`src/rtl/program_loader.sv`:
```
// program_loader
//
// Purpose:
//   Upstream stage of the CPU. Receives a program image as a byte stream
//   (valid/ready), writes it into the CPU's 16x8 memory, holds the CPU
//   stalled while loading, then releases it with a one-cycle PC load of the
//   image's start address. Truncated streams are caught by an idle timeout.
//
// Stream format:
//   header byte : [7:4] start PC, [3:0] word count - 1 (1..16 words)
//   data bytes  : written to addresses 0, 1, ... in order
//   checksum    : only when LOADER_CHECKSUM_EN is defined; 8-bit sum of the
//                 header and all data bytes
//
// Configuration macro:
//   LOADER_CHECKSUM_EN - adds the CHECK state and the running-sum register.
//
// Parameters:
//   TIMEOUT_CYCLES - idle cycles tolerated between bytes during a load
//                    (0 disables the timeout)
//
// Ports:
//   clk, reset_n            clock, asynchronous active-low reset
//   in_data/in_valid        stream byte and its valid
//   in_ready                loader can accept a byte (decoded from state)
//   load_req                return from RUN/ERROR to IDLE
//   mem_address/data/write  memory write port, one strobe per data byte
//   cpu_run                 CPU may execute
//   pc_value/pc_load        start address and its one-cycle load pulse
//   loader_error            sticky error flag
//   words_loaded            data bytes written so far (0..16)

module program_loader #(
  parameter int TIMEOUT_CYCLES = 255
) (
  input  logic       clk,
  input  logic       reset_n,
  input  logic [7:0] in_data,
  input  logic       in_valid,
  output logic       in_ready,
  input  logic       load_req,
  output logic [3:0] mem_address,
  output logic [7:0] mem_data,
  output logic       mem_write,
  output logic       cpu_run,
  output logic [3:0] pc_value,
  output logic       pc_load,
  output logic       loader_error,
  output logic [4:0] words_loaded
);

  // The idle counter only has to count up to TIMEOUT_CYCLES-1; the edge on
  // which it would reach TIMEOUT_CYCLES is the expiry edge itself.
  localparam int unsigned CW = (TIMEOUT_CYCLES < 2) ? 1 : $clog2(TIMEOUT_CYCLES);
  localparam logic [CW-1:0] TO_LAST = CW'((TIMEOUT_CYCLES > 0) ? TIMEOUT_CYCLES - 1 : 0);

  typedef enum logic [2:0] {
    S_IDLE,
    S_LOAD,
`ifdef LOADER_CHECKSUM_EN
    S_CHECK,
`endif
    S_DONE,
    S_RUN,
    S_ERROR
  } state_t;

  state_t        state_q, state_d;
  logic [3:0]    count_q, count_d;
  logic [4:0]    words_loaded_q, words_loaded_d;
  logic [3:0]    mem_address_q, mem_address_d;
  logic [7:0]    mem_data_q, mem_data_d;
  logic          mem_write_q, mem_write_d;
  logic          cpu_run_q, cpu_run_d;
  logic [3:0]    pc_value_q, pc_value_d;
  logic          pc_load_q, pc_load_d;
  logic          loader_error_q, loader_error_d;
  logic [CW-1:0] idle_cnt_q, idle_cnt_d;
`ifdef LOADER_CHECKSUM_EN
  logic [7:0]    sum_q, sum_d;
`endif

  logic accept;
  logic timeout_hit;
  logic last_word;

  assign in_ready = (state_q == S_IDLE) || (state_q == S_LOAD)
`ifdef LOADER_CHECKSUM_EN
                    || (state_q == S_CHECK)
`endif
                    ;

  assign accept      = in_valid && in_ready;
  assign timeout_hit = (TIMEOUT_CYCLES != 0) && (idle_cnt_q == TO_LAST);
  // words_loaded_q never exceeds count_q+1, so its low nibble is the next
  // write address and the address counter cannot wrap.
  assign last_word   = (words_loaded_q[3:0] == count_q);

  // Next-state and next-output logic. The idle counter defaults to zero, so
  // it is cleared by every accept and stays inactive outside LOAD/CHECK.
  always_comb begin
    state_d        = state_q;
    count_d        = count_q;
    words_loaded_d = words_loaded_q;
    mem_address_d  = mem_address_q;
    mem_data_d     = mem_data_q;
    mem_write_d    = 1'b0;
    pc_value_d     = pc_value_q;
    idle_cnt_d     = '0;
`ifdef LOADER_CHECKSUM_EN
    sum_d          = sum_q;
`endif

    case (state_q)
      S_IDLE: begin
        if (accept) begin
          pc_value_d     = in_data[7:4];
          count_d        = in_data[3:0];
          words_loaded_d = '0;
`ifdef LOADER_CHECKSUM_EN
          sum_d          = in_data;
`endif
          state_d        = S_LOAD;
        end
      end

      S_LOAD: begin
        if (accept) begin
          mem_address_d  = words_loaded_q[3:0];
          mem_data_d     = in_data;
          mem_write_d    = 1'b1;
          words_loaded_d = words_loaded_q + 5'd1;
`ifdef LOADER_CHECKSUM_EN
          sum_d          = sum_q + in_data;
          if (last_word) state_d = S_CHECK;
`else
          if (last_word) state_d = S_DONE;
`endif
        end else if (timeout_hit) begin
          state_d = S_ERROR;
        end else if (TIMEOUT_CYCLES != 0) begin
          idle_cnt_d = idle_cnt_q + 1'b1;
        end
      end

`ifdef LOADER_CHECKSUM_EN
      S_CHECK: begin
        if (accept) begin
          state_d = (in_data == sum_q) ? S_DONE : S_ERROR;
        end else if (timeout_hit) begin
          state_d = S_ERROR;
        end else if (TIMEOUT_CYCLES != 0) begin
          idle_cnt_d = idle_cnt_q + 1'b1;
        end
      end
`endif

      S_DONE: begin
        state_d = S_RUN;
      end

      S_RUN: begin
        if (load_req) state_d = S_IDLE;
      end

      S_ERROR: begin
        if (load_req) state_d = S_IDLE;
      end

      default: begin
        state_d = S_IDLE;
      end
    endcase

    // Status outputs are registered copies of the next state so they change
    // on the same edge as the state itself. DONE always leads into RUN, so
    // the PC load pulse coincides with the first RUN cycle.
    cpu_run_d      = (state_d == S_RUN);
    loader_error_d = (state_d == S_ERROR);
    pc_load_d      = (state_q == S_DONE);
  end

  // All state and registered outputs; reset also drops any write that was
  // pending from the previous accept.
  always_ff @(posedge clk or negedge reset_n) begin
    if (!reset_n) begin
      state_q        <= S_IDLE;
      count_q        <= '0;
      words_loaded_q <= '0;
      mem_address_q  <= '0;
      mem_data_q     <= '0;
      mem_write_q    <= 1'b0;
      cpu_run_q      <= 1'b0;
      pc_value_q     <= '0;
      pc_load_q      <= 1'b0;
      loader_error_q <= 1'b0;
      idle_cnt_q     <= '0;
`ifdef LOADER_CHECKSUM_EN
      sum_q          <= '0;
`endif
    end else begin
      state_q        <= state_d;
      count_q        <= count_d;
      words_loaded_q <= words_loaded_d;
      mem_address_q  <= mem_address_d;
      mem_data_q     <= mem_data_d;
      mem_write_q    <= mem_write_d;
      cpu_run_q      <= cpu_run_d;
      pc_value_q     <= pc_value_d;
      pc_load_q      <= pc_load_d;
      loader_error_q <= loader_error_d;
      idle_cnt_q     <= idle_cnt_d;
`ifdef LOADER_CHECKSUM_EN
      sum_q          <= sum_d;
`endif
    end
  end

  assign mem_address  = mem_address_q;
  assign mem_data     = mem_data_q;
  assign mem_write    = mem_write_q;
  assign cpu_run      = cpu_run_q;
  assign pc_value     = pc_value_q;
  assign pc_load      = pc_load_q;
  assign loader_error = loader_error_q;
  assign words_loaded = words_loaded_q;

endmodule

```
`config.mk`:
```
export PLATFORM = sky130hd
export DESIGN_NAME = program_loader
export DESIGN_NICKNAME = d
export VERILOG_FILES = /design/src/rtl/program_loader.sv
export SDC_FILE = /design/constraint.sdc
export NUM_CORES = 1
export LEC_CHECK = 0
export CORE_MARGIN = 10
export CORE_UTILIZATION = 30
export CTS_BUF_LIST = sky130_fd_sc_hd__clkbuf_4
export DETAILED_ROUTE_END_ITERATION = 7
export GPL_TIMING_DRIVEN = 0
export SLEW_MARGIN = 5
export SYNTH_ARGS = -nofsm -noshare
export SYNTH_HDL_FRONTEND = slang
export SYNTH_SLANG_ARGS = --single-unit
```
`constraint.sdc`:
```
create_clock -name clk -period 2.8 [get_ports clk]
set_clock_uncertainty 0.05 [all_clocks]
set_input_delay 0.7 -clock clk [delete_from_list [all_inputs] [get_ports clk]]
set_output_delay 0.7 -clock clk [all_outputs]
set_load 0.01 [all_outputs]
```
# [Yosys cells after proc, flatten, opt, wreduce, memory -nomap -nowiden]
# Index checks and enable logic that the tools add are counted.
# Widths: inputs -> output; s select.
[totals] register_bits=40 output_inout_bits=26
[op_classes] add_sub_neg=2 n_eq_ne=10 n_mux=14 n_reduce_logical=8
[op_table] cell="$mux 8" n=3
[op_table] cell="$mux 3" n=5
[op_table] cell="$pmux 3 s4" n=1
[op_table] cell="$mux 5" n=2
[op_table] cell="$pmux 5 s2" n=1
[op_table] cell="$eq 3x2->1 const B" n=3
[op_table] cell="$add 8x1->8 const B" n=1
[op_table] cell="$eq 8x8->1 const B" n=1
[op_table] cell="$eq 3x3->1 const B" n=2
[op_table] cell="$add 5x1->5 const B" n=1
[op_table] cell="$eq 4x4->1" n=1
[op_table] cell="$ne 2x2->1 const B" n=2
[op_table] cell="$reduce_and 2->1" n=2
[op_table] cell="$eq 3x1->1 const B" n=1
[op_table] cell="$logic_not 3->1" n=1
[op_table] cell="$reduce_and 3->1" n=1
[op_table] cell="$mux 1" n=2
[op_table] cell="$reduce_bool 2->1" n=1
[op_table] cell="$reduce_or 2->1" n=1
[op_table] cell="$logic_and 1x1->1" n=1
[op_table] cell="$logic_or 1x1->1" n=1

# [Logic depth before layout (Yosys ltp)]
[logic_depth] depth_word=6 mapped_depth=5 mapped_depth_nobuf=5

# [Least setup slack after synthesis]
# No wires, ideal clock.
[synth_path] kind="input to register" startpoint="input in_valid" endpoint="register words_loaded_q[3] (netlist: words_loaded[3])" t_arrival_ns=1.753 path_slack_ns=0.927 stages=4 n_path_buf=1 cell_sequence="or3b_1 buf_6 or4b_1 nand3_1"
[synth_between] elab_chain_len=3
[synth_lines] element="start, declared" line_no="39" text="input logic in_valid,"
[synth_lines] element="$logic_and 1x1->1 (*)" line_no="93" text="assign accept = in_valid && in_ready;"
[synth_lines] element="$ne 2x2->1 (no source line)"
[synth_lines] element="$reduce_and 3->1 (no source line) (*)"
[synth_lines] element="end signal, assigned" line_no="204" text="words_loaded_q <= words_loaded_d;"
[synth_lines] element="end, declared" line_no="70" text="logic [4:0] words_loaded_q, words_loaded_d;"
# Mark *: on every way between the ends. The rest lies on a longest branch, timed or not.
# A chain may end at the register's enable or synchronous reset.

# [Worst setup path in the final report]
[layout_path] startpoint="input in_valid" endpoint="register mem_data_q[5] (netlist: mem_data[5])"
[layout_between] elab_chain_len=2
[layout_lines] element="$logic_and 1x1->1" line_no="93"
[layout_lines] element="$reduce_and 2->1 (no source line)"
[layout_lines] element="end signal, assigned" line_no="206" text="mem_data_q <= mem_data_d;"
[layout_lines] element="end, declared" line_no="72" text="logic [7:0] mem_data_q, mem_data_d;"
# Every way passes these cells.

==> run summary <==
Core Box Area: 5510 sq um
Max cap viols: 0
TritonCTS buffer count: 5
N_diodes: 0
Cell Rows: 27
Worst slew pin tran: 0.519 ns
Syn Nets: 151
Largest net degree at the start of global routing: 24
Global-route wire length before repair: 5640 um
Post-synth EDFFs: 0
Max_slew headroom: 65.1%
DR iter-0 viols: 34
Worst Path Buf+Inv: 2
Drt drc: 0
Clock network power share: 16.4%
Sequential power share: 43.3%
Slowest cell on crit path: clkdlybuf4s50_1
Crit path time final: 2.40 ns
Starting Density: 30.8%
Non-filler instance count after layout: 254
Final setup margin: 0.403 ns
FILL cells: 521
Layout cells sized above 1: 17.6%
Critical path cell sequence: clkdlybuf4s50_1 > nor3b_1 > nand2_1 > inv_2 > mux2_2
Post-synthesis average cell area: 12.5 sq um
Area of the mapped netlist: 1700 sq um
Via count: 1176
# IOs: 38
Slew Limit Fails: 0
Initial antenna violation count: 0
Hold Fails Final Rpt: 0
Fin crit share: 85.6%
CTS Hold Bufs: 0
Nets: 196
Power per cell area: 982 nW/um^2
Clk_lat worst skew: 0.34 ns
Top_reg_cell synth: dfrtp_1
Top-area cell type share of the netlist area: 59.0%
Clock Sinks: 40
Setup Buffers After CTS: 0
Top Family by Delay on Critical Path: buffers and inverters
Asr flop ratio synth: 100%
Top-count cell post-synth: dfrtp_1
DIE AREA: 9060 sq um
Worst Path Required: 2.97 ns
Synth Register Bits: 40
Synth cell types: 32
Clock transition at the registers of the reported paths: 0.12 ns
Final instance area: 2250 sq um
Post-route ant nets: 0
Sw Share: 32.2%
Logic pwr share: 40.3%
Post-synthesis sequential area ratio: 59.0%
Max Fclk: 0.417 GHz
Placer Congestion: 0.702
H-tree depth: 2
Area contributors post-synth: dfrtp_1, mux2_2, nand3_1, xor2_1, ha_1
Post-DP HPWL: 2580 um
DP Area: 2180 sq um
Crit start category: primary input
Area Growth Syn to Fin: 32.9%
Final Power: 2.21 mW
Kind of critical path: primary input to flip-flop
Setup Viol. Count Final: 0
CTS tree: yes
CTS root buf: clkbuf_4
Die Y: 95.2 um
P_sw: 0.714 mW
Synth Instances: 136
Reg2Reg Depth: 4
Leading area contributor after synthesis: dfrtp_1
Crit end category: flip-flop
Synth warn: 0
CP Max Fanout: 10
Commonest cells post-synth: dfrtp_1, mux2_2, nand3_1
Die Wd: 95.2 um
Drt first pass iters: 4
Worst Hold Class: primary input to asynchronous set/reset pin
Peak VDD IR: 0.000339 V
Crit path largest cell delay: 0.50 ns
Status: finished clean
RSZ-0062 raised after global routing: no
Pint: 1.50 mW
Post-cts repair resize count: 0
Dpl cells: 246
Tot GR Track Use: 7.98%
Routed Wire Length: 3480 um
Number of port buffers: 37
Pre-CTS WS: -0.0367 ns
Vias per Instance: 4.63
Worst Path Arrival: 2.57 ns
Critical path depth in cells: 5
Clk buf depth: 2
Vias in the first global route: 1131
Pleak: 0.950 nW
WL per Instance: 13.7 um
Gr ovfl total: 0
-- area by class of cell --
cell class                 count  area [sq um]  share of cell area (%)
multi-input combinational     90           666                    29.5
tap                           72          90.1                    4.00
clock inverter                 3          37.5                    1.66
sequential                    40          1000                    44.4
buffer                         2          15.0                   0.666
clock buffer                   5          37.5                    1.66
inverter                       4          15.0                   0.666
timing repair buffer          38           393                    17.4
-- worst reg2reg max path, delay by kind of cell, from the launching register on --
family / cells / cell delay (ns)
AND/OR/NAND/NOR: 2 / 0.73
flip-flops: 1 / 0.45
multiplexers: 1 / 0.37
buffers and inverters: 1 / 0.30
-- cell usage in the layout, fill, tap and decap left out, drive strengths merged, types with 2 or more instances in the layout --
cell	instances
a21o	2
a21oi	5
buf	4
clkbuf	5
clkdlybuf4s50	36
clkinv	2
dfrtp	40
ha	3
inv	4
mux2	20
nand2	8
nand2b	3
nand3	12
nor2	8
o21ai	6
or3	2
or4b	3
xor2	6
-- registers in the layout, indices dropped and copies added, names as in the netlist, 3 cells and up --
register,count
idle_cnt_q,8
mem_address,4
count_q,4
words_loaded,5
mem_data,8
pc_value,4
state_q,3
-- through the flow --
step / hold slack, ns / TNS, ns / utilization, %
after CTS: 0.241 / 0 / 40.9
after global placement: 0.437 / -3.48 / 39.2
after floorplan: 0.354 / 0 / -
after detailed placement: 0.443 / -0.185 / 39.6
final: 0.235 / 0 / 40.9
after global routing: 0.246 / 0 / 40.9
-- metal layers --
metal  up-vias  wire, um  track usage, %
met2        32      1550            12.2
met1       563      1550            9.53
met5         -         0               0
met4         0        76            4.11
met3         5       294            3.06
li1        576         -               -
-- final timing paths --
check                                from        endpoint  slack [ns]
min                               reset_n   idle_cnt_q[6]        0.23
max reg2reg                    state_q[1]     mem_data[0]        0.79
min reg2reg                mem_address[3]  mem_address[3]        0.47
min in group clk           mem_address[3]  mem_address[3]        0.47
max                              in_valid     mem_data[5]        0.40
max in group asynchronous         reset_n     pc_value[0]        1.99
-- logic make-up (layout without fill, tap and decap cells) --
kind of cell | Yosys count | after routing | share of synthesized area (%)
simple gates | 44 | 44 | 14.5
flops | 40 | 40 | 59.0
fa+ha+maj | 3 | 3 | 2.21
buf+inv | 6 | 52 | 1.77
compound gates | 16 | 16 | 5.60
mux | 20 | 20 | 13.3
xor+xnor | 7 | 7 | 3.61
-- power by group through the flow --
| stage | combinational [mW] | clock (mW) | sequential, mW |
|---|---|---|---|
| after detailed placement | 0.914 | 0 | 0.975 |
| final | 0.892 | 0.364 | 0.957 |
| after global routing | 0.993 | 0.410 | 0.997 |
| after global placement | 0.901 | 0 | 0.973 |
| after CTS | 0.916 | 0.379 | 0.962 |
| after floorplan | 0.399 | 0 | 1.02 |
Note: power is estimated with default switching activity, not from simulation.
